`config.mk`:
```
export PLATFORM = sky130hd
export DESIGN_NAME = pwm_wave_gen
export DESIGN_NICKNAME = d
export VERILOG_FILES = /design/src/rtl/pwm_wave_pkg.sv /design/src/rtl/pwm_wave_chan.sv /design/src/rtl/pwm_wave_gen.sv
export SDC_FILE = /design/constraint.sdc
export NUM_CORES = 1
export LEC_CHECK = 0
export CORE_MARGIN = 3
export CORE_UTILIZATION = 60
export DETAILED_ROUTE_END_ITERATION = 8
export GPL_TIMING_DRIVEN = 0
export PLACE_DENSITY = 0.87
export SLEW_MARGIN = 25
export SYNTH_ARGS = -nofsm -noshare
export SYNTH_HDL_FRONTEND = slang
export SYNTH_SLANG_ARGS = --single-unit
```
`constraint.sdc`:
```
create_clock -name clk -period 4.8 [get_ports clk]
set_clock_uncertainty 0.15 [all_clocks]
set_input_delay 0.72 -clock clk [delete_from_list [all_inputs] [get_ports clk]]
set_output_delay 0.72 -clock clk [all_outputs]
set_load 0.03 [all_outputs]
```
`src/rtl/pwm_wave_pkg.sv`:
```
// Shared types and limits for the multi-channel PWM wave generator.
package pwm_wave_pkg;

  localparam int DEF_WIDTH = 8;
  localparam int NCH_MAX   = 16;

  typedef logic [DEF_WIDTH-1:0]       cnt_t;
  typedef logic [$clog2(NCH_MAX)-1:0] ch_idx_t;

  typedef struct packed {
    cnt_t period;
    cnt_t duty;
  } chan_cfg_t;

endpackage

```
`src/rtl/pwm_wave_chan.sv`:
```
// One PWM channel: period counter, active/pending config and registered output.
// With TC_PULSE_EN defined, also emits a terminal-count pulse aligned to the wave rising edge.
module pwm_wave_chan #(
  parameter int WIDTH = 8
) (
  input  logic             clk,
  input  logic             rst,
  input  logic             en,
  input  logic             wr,
  input  logic [WIDTH-1:0] wr_period,
  input  logic [WIDTH-1:0] wr_duty,
`ifdef TC_PULSE_EN
  output logic             tc,
`endif
  output logic             wave
);

  logic [WIDTH-1:0] cnt;
  logic [WIDTH-1:0] period;
  logic [WIDTH-1:0] duty;
  logic [WIDTH-1:0] pend_period;
  logic [WIDTH-1:0] pend_duty;
  logic             pend;
  logic             run;
  logic             wrap;
  logic             boundary;

  // period-1 is only evaluated when period is nonzero, so it never underflows
  always_comb begin
    run      = en && (period != '0);
    wrap     = run && (cnt == (period - WIDTH'(1)));
    boundary = !run || wrap;
  end

  // Config changes land only at a boundary; a write on that same cycle bypasses the pending regs
  always_ff @(posedge clk) begin
    if (rst) begin
      period      <= '0;
      duty        <= '0;
      pend_period <= '0;
      pend_duty   <= '0;
      pend        <= 1'b0;
    end else if (boundary) begin
      if (wr) begin
        period <= wr_period;
        duty   <= wr_duty;
      end else if (pend) begin
        period <= pend_period;
        duty   <= pend_duty;
      end
      pend <= 1'b0;
    end else if (wr) begin
      pend_period <= wr_period;
      pend_duty   <= wr_duty;
      pend        <= 1'b1;
    end
  end

  always_ff @(posedge clk) begin
    if (rst) begin
      cnt  <= '0;
      wave <= 1'b0;
    end else begin
      cnt  <= boundary ? '0 : cnt + WIDTH'(1);
      wave <= run && (cnt < duty);
    end
  end

`ifdef TC_PULSE_EN
  logic wrap_d;

  // Delayed by one extra stage so the pulse coincides with wave's rise at cnt==0
  always_ff @(posedge clk) begin
    if (rst) begin
      wrap_d <= 1'b0;
      tc     <= 1'b0;
    end else begin
      wrap_d <= wrap;
      tc     <= wrap_d;
    end
  end
`endif

endmodule

```
`src/rtl/pwm_wave_gen.sv`:
```
// Multi-channel programmable PWM generator: write decode and ack here, per-channel logic in pwm_wave_chan.
// Optional feature macro: TC_PULSE_EN adds the per-channel tc_pulse output.
module pwm_wave_gen
  import pwm_wave_pkg::*;
#(
  parameter  int WIDTH = DEF_WIDTH,
  parameter  int NCH   = 4,
  localparam int CHW   = (NCH > 1) ? $clog2(NCH) : 1
) (
  input  logic             clk,
  input  logic             rst,
  input  logic [NCH-1:0]   ch_en,
  input  logic             wr_en,
  input  logic [CHW-1:0]   wr_ch,
  input  logic [WIDTH-1:0] wr_period,
  input  logic [WIDTH-1:0] wr_duty,
  output logic             wr_ack,
`ifdef TC_PULSE_EN
  output logic [NCH-1:0]   tc_pulse,
`endif
  output logic [NCH-1:0]   wave_out
);

  ch_idx_t        wr_idx;
  logic           wr_valid;
  logic [NCH-1:0] wr_sel;

  assign wr_idx = ch_idx_t'(wr_ch);

  // Writes addressed past the last channel are dropped and never acknowledged
  always_comb begin
    wr_valid = wr_en && (int'(wr_idx) < NCH);
    wr_sel   = '0;
    for (int i = 0; i < NCH; i++) begin
      wr_sel[i] = wr_valid && (int'(wr_idx) == i);
    end
  end

  always_ff @(posedge clk) begin
    if (rst) begin
      wr_ack <= 1'b0;
    end else begin
      wr_ack <= wr_valid;
    end
  end

  for (genvar g = 0; g < NCH; g++) begin : g_chan
    pwm_wave_chan #(
      .WIDTH(WIDTH)
    ) u_chan (
      .clk      (clk),
      .rst      (rst),
      .en       (ch_en[g]),
      .wr       (wr_sel[g]),
      .wr_period(wr_period),
      .wr_duty  (wr_duty),
`ifdef TC_PULSE_EN
      .tc       (tc_pulse[g]),
`endif
      .wave     (wave_out[g])
    );
  end

endmodule

```
==> impl_results.md <==
* Num Clock Sinks at 169
* Worst endpoint required time at 5.00 ns
* Initial Utilization at 62.3%
* Critical path arrival at 3.64 ns
* Max Cap Viol at 0
* Die ar. at 16,100 um2
* Post-route insts no fill at 1,202
* Critical Setup Path Class: reg -> reg
* I/O Buffers at 29
* Synth Instances at 962
* Antenna violations before repair at 0
* Clock power frac at 45.0%
* HP Class: reg -> reg
* Final ANT Viol Nets at 0
* First-pass GRT wire length at 34.8 mm
* Worst-skew pair later-pin latency at 0.44 ns
* Commonest non-fill, non-tap cells in the layout: 169 x dfxtp_1, 88 x nand2b_1, 83 x nor2_1
* DRC Markers at 0
* Vias post-DR at 7,147
* DRT Pass-1 Iters at 6
* Setup bufs post-CTS at 0
* Power Dens Cells at 341 nW/um2
* CP Cell Sequence: inv_1 > ha_1 > nor3b_1 > nand2_1 > o21a_1 > o41ai_1 > clkbuf_1 > nand2_1 > clkbuf_1 > a22oi_1
* Share of layout cells above drive strength 1 at 6.95%
* Worst-Margin Slew at 0.849 ns
* Dpl hpwl at 15.0 mm
* Minimum clock period at 3.45 ns
* GRT Total Usage at 27.0%
* Sequential Power Share at 43.5%
* Area of the mapped netlist at 8780 um2
* Post-synth EDFFs at 0
* Post-route setup TNS at 0 ns
* Critical path peak fanout at 10
* IR drop worst, VDD at 0.299 mV
* Total net switching power at 824 uW
* H-tree depth at 4
* Nets at 1,071
* Synth Register Bits at 169
* Die X-Extent at 127 um
* Final setup margin at 1.35 ns
* Routed wire length per instance at 18.0 um
* Tcrit/Tclk final at 71.8%
* Top_reg_cell synth: dfxtp_1
* Slowest cell delay on critical path at 0.67 ns
* CTS tree: yes
* Internal power at 2.57 mW
* Leakage at 4.11 nW
* Synth unique cells at 54
* Placement Rows at 43
* Total congestion overflow at 0
* Initial DRC Count at 614
* Core footprint at 14,100 um2
* Post-CTS sizing at 0
* Total I/O pin count at 30
* Syn. warnings at 0
* Fmax at 290 MHz
* Hold Vio Cnt, Final at 0
* Post-Syn Nets at 1,023
* Pre-CTS WS at 1.31 ns
* Final setup violation count at 0
* FFs w/ async S/R, synth at 0%
* Largest net degree at the start of global routing at 17
* Final WL at 21.6 mm
* ANT cells at 0
* Die Ht at 127 um
* Crit start category: register
* Placed cells at 1,171
* GP Congestion at 0.864
* CTS Buf Count at 17
* Avg Cell Area, Syn at 9.13 um2
* Vias per cell at 5.95
* Root buffer cell: clkbuf_16
* Net Sw Frac at 24.3%
* Vias in the first global route at 6,952
* Fill cells at 1,055
* Area delta synth->final at 13.4%
* Commonest non-fill, non-tap cell in the layout: dfxtp_1
* CP max stage cell: o41ai_1
* Clock tree buffer depth at 2
* Crit. End Element: register
* Register area share after synthesis at 38.5%
* Max-slew violation count at 0
* RSZ-0062 raised after global routing: false
* Comb pwr share at 11.5%
* Relative slew slack at 43.3%
* Clock-pin slew on the worst setup and hold paths at 0.06 ns
* CTS hold repair buffers at 0
* Status: completed
through the flow:
step	area, um2	hold WS [ns]	util [%]	total power [mW]
floorplan	8780	0.284	-	1.76
global placement	9290	0.299	65.9	1.87
detailed placement	9290	0.313	65.9	1.88
CTS	9950	0.323	70.6	3.40
global route	9950	0.339	70.6	3.50
finish	9950	0.320	70.6	3.39
sequential cells by signal (all words and copies together) (netlist names):
name,count
g_chan.u_chan.cnt,32
g_chan.u_chan.duty,32
g_chan.u_chan.pend,4
g_chan.u_chan.pend_duty,32
g_chan.u_chan.pend_period,32
g_chan.u_chan.period,32
g_chan.u_chan.wave,4
wr_ack,1
worst paths after layout:
path / startpoint / endpoint / slack [ns] / cells after the start
hold reg to reg: g_chan[2].u_chan.duty[0]$_SDFFE_PP0P_ / g_chan[2].u_chan.duty[0]$_SDFFE_PP0P_ / 0.32 / 2
hold / removal: g_chan[2].u_chan.duty[0]$_SDFFE_PP0P_ / g_chan[2].u_chan.duty[0]$_SDFFE_PP0P_ / 0.32 / 2
setup reg to reg: g_chan[0].u_chan.period[0]$_SDFFE_PP0P_ / g_chan[0].u_chan.period[5]$_SDFFE_PP0P_ / 1.35 / 10
setup / recovery: g_chan[0].u_chan.period[0]$_SDFFE_PP0P_ / g_chan[0].u_chan.period[5]$_SDFFE_PP0P_ / 1.35 / 10
logic make-up after synthesis:
kind of cell	Yosys count	synth area share (%)
flip-flops	169	38.5
AND/OR/NAND/NOR	312	19.7
multiplexers	103	12.2
XOR/XNOR	66	6.58
buffers and inverters	109	5.09
adder cells (fa/ha/maj)	36	5.13
AO/OA/AOI/OAI	167	12.8
layer usage:
layer / GRT usage (%) / wire (um) / vias to the layer above
li1: - / - / 3448
met1: 35.2 / 9590 / 3408
met2: 43.7 / 10100 / 240
met3: 6.32 / 1370 / 51
met4: 9.84 / 618 / 0
met5: 0 / 0 / -
worst max-delay path: cells and delay by family, from the launching register on:
family	cells	cell delay (ns)
AO/OA/AOI/OAI	3	1.09
adder cells (fa/ha/maj)	1	0.22
buffers and inverters	3	0.73
flip-flops	1	0.38
AND/OR/NAND/NOR	3	0.79
cell type report:
cell class	count	area, um2	share of cell area (%)
clock buffer	20	467	4.69
tap	180	225	2.26
sequential	169	3380	34.0
buffer	60	263	2.64
timing repair buffer	29	290	2.92
inverter	49	184	1.85
multi-input combinational	684	4950	49.7
clock inverter	11	194	1.95
synth_stat cells, types with 3 or more instances:
cell type | count | share of area (%)
o21ai_0 | 54 | 3.1
nand3_1 | 43 | 2.5
nand3b_1 | 35 | 3.0
ha_1 | 36 | 5.1
and3_1 | 11 | 0.78
or4_1 | 5 | 0.43
buf_4 | 7 | 0.60
nor3_1 | 7 | 0.40
xnor2_1 | 37 | 3.7
buf_1 | 4 | 0.17
mux2i_1 | 71 | 8.1
or3_1 | 7 | 0.50
clkbuf_1 | 45 | 1.9
nand2b_1 | 88 | 6.3
nor3b_1 | 3 | 0.26
xor2_1 | 29 | 2.9
dfxtp_1 | 169 | 39
mux2_1 | 12 | 1.5
a221oi_1 | 18 | 1.8
inv_1 | 49 | 2.1
a22oi_1 | 17 | 1.5
nor2_1 | 83 | 3.5
buf_2 | 3 | 0.17
a21oi_1 | 25 | 1.4
a31oi_1 | 4 | 0.29
mux2_2 | 20 | 2.6
nand2_1 | 9 | 0.38
a211oi_1 | 11 | 0.94
o211a_1 | 3 | 0.34
nor2b_1 | 11 | 0.78
a21o_1 | 15 | 1.3
power by group through the flow:
| stage | Sequential, mW | Combinational, mW | Clock (mW) |
|---|---|---|---|
| after floorplan | 1.50 | 0.265 | 0 |
| after global placement | 1.50 | 0.365 | 0 |
| after detailed placement | 1.51 | 0.375 | 0 |
| after CTS | 1.47 | 0.385 | 1.54 |
| after global routing | 1.48 | 0.422 | 1.60 |
| final | 1.48 | 0.391 | 1.53 |
No activity file was read; power rests on OpenSTA's default activity.
